--- src/rtl/qdec_pkg.sv ---
// Shared types for the quadrature decoder: phase encoding, direction constants
// and the forward-step predicate used by the decoder.
package qdec_pkg;

    typedef enum logic [1:0] {
        PH_00 = 2'b00,
        PH_01 = 2'b01,
        PH_11 = 2'b11,
        PH_10 = 2'b10
    } phase_t;

    localparam logic DIR_UP = 1'b1;
    localparam logic DIR_DN = 1'b0;

    // True when moving prev -> nxt is one step along 00->01->11->10->00.
    function automatic logic ph_fwd(input phase_t prev, input phase_t nxt);
        logic r;
        r = 1'b0;
        case (prev)
            PH_00:   r = (nxt == PH_01);
            PH_01:   r = (nxt == PH_11);
            PH_11:   r = (nxt == PH_10);
            PH_10:   r = (nxt == PH_00);
            default: r = 1'b0;
        endcase
        return r;
    endfunction

endpackage

--- src/rtl/qdec_filter.sv ---
// One quadrature channel: 2-flop synchronizer followed by a glitch filter that
// accepts a new level only after FILT consecutive mismatching cycles.
module qdec_filter #(
    parameter int FILT = 3
) (
    input  logic clk,
    input  logic rst_n,
    input  logic din,
    output logic dout
);

    localparam int CW = (FILT < 2) ? 1 : $clog2(FILT + 1);

    logic          sync1_q, sync1_d;
    logic          sync2_q, sync2_d;
    logic          filt_q, filt_d;
    logic [CW-1:0] cnt_q, cnt_d;

    always_comb begin
        sync1_d = din;
        sync2_d = sync1_q;
        filt_d  = filt_q;
        cnt_d   = '0;
        if (sync2_q != filt_q) begin
            if (cnt_q == CW'(FILT - 1)) begin
                filt_d = sync2_q;
                cnt_d  = '0;
            end else begin
                cnt_d = cnt_q + CW'(1);
            end
        end
    end

    always_ff @(posedge clk or negedge rst_n) begin
        if (!rst_n) begin
            sync1_q <= 1'b0;
            sync2_q <= 1'b0;
            filt_q  <= 1'b0;
            cnt_q   <= '0;
        end else begin
            sync1_q <= sync1_d;
            sync2_q <= sync2_d;
            filt_q  <= filt_d;
            cnt_q   <= cnt_d;
        end
    end

    assign dout = filt_q;

endmodule

--- src/rtl/quad_decoder.sv ---
// Quadrature decoder with filtered inputs, modulo-2^N position counter, clear/load.
// Illegal-transition (double-change) detection is compiled in with QDEC_ERR_EN.
module quad_decoder
    import qdec_pkg::*;
#(
    parameter int N    = 8,
    parameter int FILT = 3
) (
    input  logic         clk,
    input  logic         rst_n,
    input  logic         a_in,
    input  logic         b_in,
    input  logic         clr,
    input  logic         load,
    input  logic [N-1:0] data_in,
    output logic         step,
    output logic         dir,
    output logic [N-1:0] pos,
    output logic         err,
    output logic         zero
);

    // Cycles after reset release before a level present at release reaches the filter output.
    localparam int SW = $clog2(FILT + 3);

    logic          a_filt, b_filt;
    phase_t        cur;
    phase_t        phase_q, phase_d;
    logic          seeded_q, seeded_d;
    logic [SW-1:0] st_cnt_q, st_cnt_d;
    logic          step_q, step_d;
    logic          dir_q, dir_d;
    logic [N-1:0]  pos_q, pos_d;
    logic          err_q, err_d;
    logic          fwd, rev;

    qdec_filter #(.FILT(FILT)) u_filt_a (.clk(clk), .rst_n(rst_n), .din(a_in), .dout(a_filt));
    qdec_filter #(.FILT(FILT)) u_filt_b (.clk(clk), .rst_n(rst_n), .din(b_in), .dout(b_filt));

    always_comb begin
        cur      = phase_t'({a_filt, b_filt});
        phase_d  = cur;
        seeded_d = seeded_q;
        st_cnt_d = st_cnt_q;
        if (!seeded_q) begin
            if (st_cnt_q == SW'(FILT + 2)) seeded_d = 1'b1;
            else                           st_cnt_d = st_cnt_q + SW'(1);
        end

        fwd = seeded_q && ph_fwd(phase_q, cur);
        rev = seeded_q && ph_fwd(cur, phase_q);

        step_d = fwd | rev;
        dir_d  = dir_q;
        if (fwd)      dir_d = DIR_UP;
        else if (rev) dir_d = DIR_DN;

        pos_d = pos_q;
        if (clr)       pos_d = '0;
        else if (load) pos_d = data_in;
        else if (fwd)  pos_d = pos_q + N'(1);
        else if (rev)  pos_d = pos_q - N'(1);

`ifdef QDEC_ERR_EN
        err_d = err_q;
        if (clr)                                                err_d = 1'b0;
        else if (seeded_q && ((phase_q ^ cur) == 2'b11))        err_d = 1'b1;
`else
        err_d = 1'b0;
`endif
    end

    always_ff @(posedge clk or negedge rst_n) begin
        if (!rst_n) begin
            phase_q  <= PH_00;
            seeded_q <= 1'b0;
            st_cnt_q <= '0;
            step_q   <= 1'b0;
            dir_q    <= DIR_UP;
            pos_q    <= '0;
            err_q    <= 1'b0;
        end else begin
            phase_q  <= phase_d;
            seeded_q <= seeded_d;
            st_cnt_q <= st_cnt_d;
            step_q   <= step_d;
            dir_q    <= dir_d;
            pos_q    <= pos_d;
            err_q    <= err_d;
        end
    end

    assign step = step_q;
    assign dir  = dir_q;
    assign pos  = pos_q;
    assign err  = err_q;
    assign zero = (pos_q == '0);

endmodule

--- config.mk ---
export PLATFORM = sky130hd
export DESIGN_NAME = quad_decoder
export DESIGN_NICKNAME = d
export VERILOG_FILES = /design/src/rtl/qdec_pkg.sv /design/src/rtl/qdec_filter.sv /design/src/rtl/quad_decoder.sv
export SDC_FILE = /design/constraint.sdc
export NUM_CORES = 1
export LEC_CHECK = 0
export ABC_AREA = 0
export CAP_MARGIN = 15
export CORE_ASPECT_RATIO = 0.8
export CORE_MARGIN = 5
export CORE_UTILIZATION = 43
export DETAILED_ROUTE_END_ITERATION = 7
export GPL_TIMING_DRIVEN = 0
export PLACE_DENSITY = 0.68
export SYNTH_ARGS = -nofsm -noshare
export SYNTH_HDL_FRONTEND = slang
export SYNTH_SLANG_ARGS = --single-unit
export TNS_END_PERCENT = 50
--- constraint.sdc ---
create_clock -name clk -period 4.9 [get_ports clk]
set_input_delay 0.735 -clock clk [delete_from_list [all_inputs] [get_ports clk]]
set_output_delay 0.735 -clock clk [all_outputs]
set_load 0.05 [all_outputs]
==> metrics.csv, run 1 <==
metric,value,unit
netlist_top_cells_area,"dfrtp_1, ha_1, xnor2_1",
final_common_cell,dfrtp_1,
port_buffers,22,
slew_violations,0,
drt-wirelength-per-cell,13.3,um
cts_made_buffers,3,
ys.warnings.count,0,
route.detailed.drc,0,
yosysUniqueCellTypes,39,
setup_viol,0,
post_cts_buffers,0,
finalHoldViolCount,0,
dp_cells,194,
routed_wl,2640,um
hold-path-cell-count,0,
async_reset_ff_share,100,%
clockBufferDepth,2,
grt_pass1_wl,4550,um
fin_tns_setup,0,ns
place_congestion,0.746,
relSlewSlack,63.9,%
worstPathMaxFanout,5,
core,3090,um2
final_cells,199,
grt_use_total,13.3,%
drt_iter0_markers,47,
syn_area,1390,um2
final_nets,184,
syn_avg_cell_area,10.5,um2
fin_skew,0.00854,ns
ys_ff_latch,26,
synthCells,132,
critPathMaxStageDelay,0.80,ns
first_pass_iters,4,
max-cap-violations,0,
worstSetupStartpointType,flip-flop,
hold_buffers,0,
yosys.area.top_type,dfrtp_1,
fin_crit_sh,59.9,%
cts_tree,done,
grt_pass1_vias,990,
worstMarginPinSlew,0.542,ns
rows,18,
start_util,44.9,%
fmax,341,MHz
cts_resized,0,
rsz0062_at_grt,false,
synth-edff-count,0,
synth_top_area_share,45.1,%
status,finished clean,
die_area,4470,um2
synth_fp_nets,156,
die_x,73.5,um
end_kind,output pin,
hp-class,reg -> reg,
pre_cts_slack,2.13,ns
root_buffer,clkbuf_8,
ys_seq_area_share,47.0,%
grt_max_degree,27,
clock-sinks,26,
synth_flop_cell,dfrtp_1,
crit_required,4.16,ns
clk_pin_slew,0.09,ns
vias,1013,
worst-setup-path-type,reg -> out,
final.setup.worst_slack,1.97,ns
fin_crit,2.93,ns
arrival,2.20,ns
slowest_stage,clkdlybuf4s50_1,
crit_cells,3,
die_height,60.8,um
insertion_delay,0.26,ns
htree_levels,1,
num_io_pins,26,
path_buf_inv,1,
reg2reg_depth,8,
grt_antenna_before_repair,0,
num_antenna_cells,0,
via_per_inst,5.09,
grt-ovfl-total,0,
whs,0.361,ns
cpLargestDelayFamily,buffers and inverters,
post_route_cells_drive_above_1_share,6.92,%
hpwl,2030,um
area_growth,24.7,%
layout_common_cells,"dfrtp_1, clkdlybuf4s50_1, nand2_1, nor2_1, ha_1",
ant_nets,0,
path_cells,or4_1 > nor2_1 > clkdlybuf4s50_1,
==> state kept, by name, indices dropped and copies added, names as in the netlist <==
| register | cells |
|---|---|
| pos | 8 |
| st_cnt_q | 3 |
| phase_q | 2 |
| u_filt_a.cnt_q | 2 |
| u_filt_b.cnt_q | 2 |
| dir | 1 |
| seeded_q | 1 |
| step | 1 |
| u_filt_a.dout | 1 |
| u_filt_a.sync1_q | 1 |
| u_filt_a.sync2_q | 1 |
| u_filt_b.dout | 1 |
| u_filt_b.sync1_q | 1 |
| u_filt_b.sync2_q | 1 |
==> cell type report <==
type | count | area (um2)
fill | 262 | 1360
multi-input combinational | 96 | 693
sequential | 26 | 652
timing repair buffer | 23 | 248
tap | 40 | 50.0
clock buffer | 4 | 45.0
inverter | 6 | 22.5
buffer | 4 | 18.8
==> cells by family after synthesis <==
logic type | Yosys count | synth area share, %
simple gates | 44 | 16.3
flops | 26 | 47.0
compound gates | 25 | 12.5
xor+xnor | 11 | 7.49
fa+ha+maj | 10 | 9.57
buf+inv | 10 | 2.98
mux | 5 | 3.79
other cells | 1 | 0.270
==> cells in the mapped netlist, types with 3 or more instances <==
cell / n
or4_1: 3
a211oi_1: 4
xor2_1: 3
ha_1: 9
a21oi_1: 5
dfrtp_1: 25
nor2_1: 11
inv_1: 6
nand3_1: 3
o21ai_0: 5
nor3_1: 3
xnor2_1: 7
nand2_1: 13
mux2i_1: 3
==> stage by stage <==
| stage | util, % | area (um2) |
|---|---|---|
| after floorplan | - | 1390 |
| after global placement | 53.7 | 1660 |
| after detailed placement | 53.7 | 1660 |
| after CTS | 55.2 | 1700 |
| after global routing | 56.0 | 1730 |
| final | 56.0 | 1730 |
==> metal layers <==
| layer | up-vias | track usage, % | share of wire (%) |
|---|---|---|---|
| met5 | - | 0 | 0 |
| met4 | 0 | 2.33 | 0.30 |
| met3 | 2 | 4.14 | 4.8 |
| met2 | 16 | 22.6 | 46 |
| met1 | 479 | 17.1 | 49 |
| li1 | 516 | - | - |
==> worst paths after layout <==
path	start	to	slack [ns]
setup / recovery	pos[5]	zero	1.97
hold / removal	u_filt_a.sync1_q	u_filt_a.sync2_q	0.36
setup reg to reg	u_filt_b.dout	pos[6]	2.08
hold reg to reg	u_filt_a.sync1_q	u_filt_a.sync2_q	0.36
max in group asynchronous	rst_n	dir	3.55
min in group asynchronous	rst_n	u_filt_a.cnt_q[0]	0.81
Power of run 1 is not shown: default switching activity piles up to over one toggle a cycle in this logic, so the estimate is an artifact.
==> run 2: changes to the inputs <==
==> constraint.sdc (replaced) <==
create_clock -name clk -period 2.7 [get_ports clk]
set_input_delay 0.405 -clock clk [delete_from_list [all_inputs] [get_ports clk]]
set_output_delay 0.405 -clock clk [all_outputs]
set_load 0.05 [all_outputs]
==> run 2 against run 1 <==
  * Core utilization up 1.3 points
  * Clock skew is essentially flat
  * Die area did not move
  * Clock-buffer cell count unchanged
  * Worst hold slack is essentially flat
  * Register-to-register slack got worse by 2.0 ns
  * Sequential share of layout area down 0.76 points
  * Critical path type unchanged
==> metrics.csv, run 2 (synthesis results as in run 1) <==
metric,value,unit,change
status,finished clean,,
fin_tns_setup,0,ns,unchanged
root_buffer,clkbuf_8,,
grt_use_total,13.4,%,+0.070 points
worst-setup-path-type,reg -> out,,
first_pass_iters,4,,unchanged
clockBufferDepth,2,,unchanged
grt_pass1_wl,4570,um,+0.59%
grt-ovfl-total,0,,unchanged
worstSetupStartpointType,flip-flop,,
rows,18,,unchanged
crit_required,2.30,ns,-1.86 ns
largest_reg_flops,8,,unchanged
area_growth,27.5,%,
ant_nets,0,,unchanged
start_util,44.9,%,unchanged
clk_pin_slew,0.09,ns,about the same
critPathMaxStageDelay,0.80,ns,about the same
via_per_inst,5.18,,+1.7%
fin_crit_sh,97.1,%,
insertion_delay,0.26,ns,about the same
final_nets,186,,+1.1%
arrival,2.22,ns,+0.02 ns
post_route_cells_drive_above_1_share,11.8,%,+4.9 points
grt_max_degree,27,,unchanged
routed_wl,2740,um,+3.8%
rr_endpoint,pos[7],,
cts_tree,done,,
reg2reg_from,u_filt_b.dout,,
end_kind,output pin,,
die_x,73.5,um,unchanged
finalHoldViolCount,0,,unchanged
num_io_pins,26,,unchanged
cp-endpoint,zero,,
relSlewSlack,63.9,%,about the same
worstPathMaxFanout,5,,unchanged
port_buffers,22,,unchanged
fmax,382,MHz,
utilization,57.3,%,+1.3 points
final_common_cell,dfrtp_1,,
worstMarginPinSlew,0.542,ns,-0.000608 ns
grt_pass1_vias,998,,+0.81%
hold_buffers,0,,unchanged
path_cells,or4_1 > nor2_1 > clkdlybuf4s50_1,,
num_antenna_cells,0,,unchanged
cpLargestDelayFamily,buffers and inverters,,
core,3090,um2,unchanged
hpwl,2030,um,unchanged
drt-wirelength-per-cell,13.6,um,+2.8%
clock-sinks,26,,unchanged
slew_violations,0,,unchanged
fin_crit,2.62,ns,
rsz0062_at_grt,false,,
route.detailed.drc,0,,unchanged
reg2reg_slack,0.13,ns,-1.95 ns
htree_levels,1,,unchanged
reg2reg_depth,9,,+1
nFillCells,260,,-0.76%
grt_antenna_before_repair,0,,unchanged
slowest_stage,clkdlybuf4s50_1,,
crit_cells,3,,unchanged
layout_common_cells,"dfrtp_1, clkdlybuf4s50_1, nand2_1, nor2_1, ha_1",,
cts_made_buffers,3,,unchanged
max-cap-violations,0,,unchanged
startpoint,pos[5],,
hp-class,reg -> reg,,
die_height,60.8,um,unchanged
vias,1041,,+2.8%
path_buf_inv,1,,unchanged
fin_skew,0.00902,ns,+0.000488 ns
setup_viol,0,,unchanged
place_congestion,0.746,,unchanged
drt_iter0_markers,39,,-17%
die_area,4470,um2,unchanged
-- run 2: through the flow --
stage | hold slack, ns | worst slack (ns) | cells | instance area [um2]
after detailed placement | 0.337 | -0.0734 | 194 | 1660
final | 0.361 | 0.0789 | 201 | 1770
after global placement | 0.333 | -0.0585 | 194 | 1660
after CTS | 0.357 | 0.0213 | 198 | 1710
after global routing | 0.358 | 0.00517 | 201 | 1770
after floorplan | 0.109 | 0.204 | 132 | 1390
-- run 2: metal layers --
layer	up-vias	global-route usage (%)	wire (um)
met2	16	23.0	1340
li1	518	-	-
met5	-	0	0
met1	505	17.0	1260
met4	0	2.33	8
met3	2	4.14	126
-- run 2: worst register-to-register path: cells and delay by family (launching register included) --
kind            cells  cell delay [ns]
compound gates      4             0.73
xor+xnor            1             0.19
fa+ha+maj           1             0.37
buf+inv             1             0.17
flops               1             0.45
simple gates        2             0.56
-- run 2: cell type report --
cell class | count | area, um2 | area share [%]
Clock buffer | 4 | 45.0 | 2.55
Multi-Input combinational cell | 96 | 716 | 40.5
Timing Repair Buffer | 25 | 263 | 14.9
Sequential cell | 26 | 653 | 36.9
Inverter | 6 | 22.5 | 1.27
Buffer | 4 | 18.8 | 1.06
Tap cell | 40 | 50.0 | 2.83
-- run 2: what timing repair did --
action,CTS,global route
pin swaps,0,1
setup buffers,0,2
gates resized for setup,1,5
setup endpoints to repair,3,1
-- run 2: worst min path at each step --
stage                startpoint                to  slack (ns)  cells after the start
3_3_place_gp   u_filt_a.sync1_q  u_filt_a.sync2_q        0.33                      0
6_report       u_filt_a.sync1_q  u_filt_a.sync2_q        0.36                      0
5_1_grt        u_filt_a.sync1_q  u_filt_a.sync2_q        0.36                      0
4_1_cts        u_filt_a.sync1_q  u_filt_a.sync2_q        0.36                      0
2_1_floorplan             rst_n        phase_q[0]        0.11                      0
3_5_place_dp   u_filt_a.sync1_q  u_filt_a.sync2_q        0.34                      0
Power of run 2 is left out for the same reason.
==> variant: new RTL, settings of run 2 <==
`FILT` is set to 3 in 2 places; all go to 5.
--- a/src/rtl/qdec_filter.sv
+++ b/src/rtl/qdec_filter.sv
@@ -1,7 +1,7 @@
 // One quadrature channel: 2-flop synchronizer followed by a glitch filter that
 // accepts a new level only after FILT consecutive mismatching cycles.
 module qdec_filter #(
-    parameter int FILT = 3
+    parameter int FILT = 5
 ) (
     input  logic clk,
     input  logic rst_n,
--- a/src/rtl/quad_decoder.sv
+++ b/src/rtl/quad_decoder.sv
@@ -4,7 +4,7 @@
     import qdec_pkg::*;
 #(
     parameter int N    = 8,
-    parameter int FILT = 3
+    parameter int FILT = 5
 ) (
     input  logic         clk,
     input  logic         rst_n,
Formal check against the unedited RTL: not equivalent (Yosys sat finds a counterexample within 10 cycles, from zero or initial values and one cycle with rst_n low).
==> variant against run 2 <==
Die area up 8.2%. Worst hold slack worse by 4.5 ps. Worst setup slack better by 96 ps. Cell count up 5.5%. Area after synthesis up 9.7%. Fmax up 3.8%. Core utilization down 1.3 points. Routed wire length up 10%. Via count up 7.8%. Cell area up 8.4%. Sequential cell count up 2. Critical endpoint is now pos[6]$_DFFE_PN0P_.
Power is left out: the tool's default activity adds up to more than one toggle a clock period on the data nets, which glitch-free logic cannot reach.
==> variant: results (changes against run 2) <==
stage,metric,value,unit,change
logic_synthesis,Post-synth top cells,"dfrtp_1, ha_1, nor2_1",,"was dfrtp_1, nand2_1, nor2_1"
critical_path,FF-to-FF End,pos[6]$_DFFE_PN0P_,,was pos[7]$_DFFE_PN0P_
critical_path,Reg-to-Reg Start,u_filt_a.dout$_DFFE_PN0P_,,was u_filt_b.dout$_DFFE_PN0P_
logic_synthesis,syn nets,170,,was 156
timing,Slew @ Worst Pin,595,ps,was 542 ps
critical_path,Worst EP arrival,2690,ps,was 2220 ps
final_layout,ANT cells,0,,unchanged
placed_design,pre-CTS setup slack,-59.7,ps,was -73.4 ps
logic_synthesis,Synth area leaders,"dfrtp_1, ha_1, xnor2_1",,unchanged
placed_design,DP Cell Count,208,,was 194
routing,initial drt markers,56,,was 39
final_layout,nets,199,,was 186
routing,DR vias/cell,5.29,,was 5.18
clock_tree,H-Tree Depth,1,,unchanged
critical_path,worst-path maximum fanout,10,,was 5
min_path,Worst Hold Depth,0,,unchanged
min_path,hold endpoint,u_filt_a.sync2_q$_DFF_PN0_,,unchanged
min_path,hold crit path type,flip-flop to flip-flop,,unchanged
final_layout,ratio of cells with drive above 1 in the final layout,0.0941,,was 0.118
logic_synthesis,top_reg_cell synth,dfrtp_1,,unchanged
run_status,status,finished clean,,unchanged
global_routing,largest net degree at the start of global routing,19,,was 27
timing,Min Hold Slack,356,ps,was 361 ps
routing,vias,1122,,"was 1,041"
routing,WL/cell,14.2,µm,was 13.6 µm
logic_synthesis,Synth cell types,39,,unchanged
clock_tree,hold_buf cts,0,,unchanged
logic_synthesis,post-synthesis async set-or-reset flop share,1.00,,unchanged
clock_tree,worst skew pair latency,280,ps,was 260 ps
placed_design,dpl hpwl,2.31,mm,was 2.03 mm
clock_tree,clock root cell,clkbuf_8,,unchanged
critical_path,worst-case reg-to-reg path depth,8,,was 9
clock_tree,"Reg clk slew, reported paths",100,ps,
final_layout,Fillers,300,,was 260
clock_tree,Num CTS Buffers,3,,unchanged
final_layout,max reg flops,8,,unchanged
global_routing,antenna violations before repair,0,,unchanged
placed_design,number of port buffers,23,,was 22
global_routing,Global Route Usage Sum,0.135,,was 0.134
logic_synthesis,register area share after synthesis,0.462,,was 0.470
logic_synthesis,Ys Warns,0,,unchanged
min_path,Hold Crit Start,u_filt_a.sync1_q$_DFF_PN0_,,unchanged
critical_path,register-to-register setup slack,180,ps,was 130 ps
routing,drt first pass iters,4,,unchanged
critical_path,Crit path largest cell delay,510,ps,was 800 ps
critical_path,CP max stage cell,fa_1,,was clkdlybuf4s50_1
global_routing,global-route wire length before repair,5.40,mm,was 4.57 mm
job,max cap viols,0,,unchanged
critical_path,Critical Path Start Type,flip-flop,,unchanged
clock_tree,Longest Clk Path Bufs,2,,unchanged
timing,clk_skew,11.2,ps,was 9.02 ps
critical_path,CP top delay family,compound AO/OA/AOI/OAI gates,,was buffers and inverters
placed_design,placed cell areas,0.00183,mm²,was 0.00166 mm²
global_routing,vias in the first global route,1225,,was 998
placed_design,Routability Congestion,0.828,,was 0.746
logic_synthesis,Post-Syn Instances,142,,was 132
==> variant: changes by cell type in the layout (fill, tap and decap cells not counted), moves of 3 or more <==
| cell | delta |
|---|---|
| a21oi_1 | +6 |
| nand2_1 | -5 |
| ha_1 | +4 |
| dfrtp_1 | +3 |
| inv_1 | +3 |
| xor2_1 | +3 |
==> variant: kinds of logic after synthesis <==
group,Yosys count,share of synthesized area
compound gates,26,0.108
xor+xnor,14,0.0905
fa+ha+maj,14,0.120
buf+inv,13,0.0346
flops,28,0.462
mux,9,0.0634
other cells,1,0.00247
simple gates,37,0.119
==> variant: layout make-up <==
cell class	count	area [µm²]	share of cell area
multi-input combinational	101	778	0.406
sequential	28	702	0.366
tap	42	52.6	0.0274
clock buffer	3	41.3	0.0215
inverter	10	37.5	0.0196
buffer	3	15.0	0.00783
timing repair buffer	24	260	0.136
clock inverter	1	30.0	0.0157
==> variant: worst max-delay path by stage <==
| stage | slack (ps) | endpoint |
|---|---|---|
| after global routing | -10 | pos[5]$_DFFE_PN0P_ |
| after CTS | 40 | pos[6]$_DFFE_PN0P_ |
| after global placement | 70 | pos[6]$_DFFE_PN0P_ |
| final | 180 | pos[6]$_DFFE_PN0P_ |
| after floorplan | 360 | pos[3]$_DFFE_PN0P_ |
| after detailed placement | -60 | pos[6]$_DFFE_PN0P_ |
==> variant: timing repair <==
item / 4_1_cts / 5_1_grt
resized for setup: 1 / 2
setup buffers: 0 / 0
setup endpoints to repair: 5 / 6
==> variant: metal layers <==
layer	track usage	routed length, µm	up-vias
met5	0	0	-
met4	0.0699	75	0
met3	0.0171	117	8
met2	0.238	1510	25
met1	0.161	1310	546
li1	-	-	543
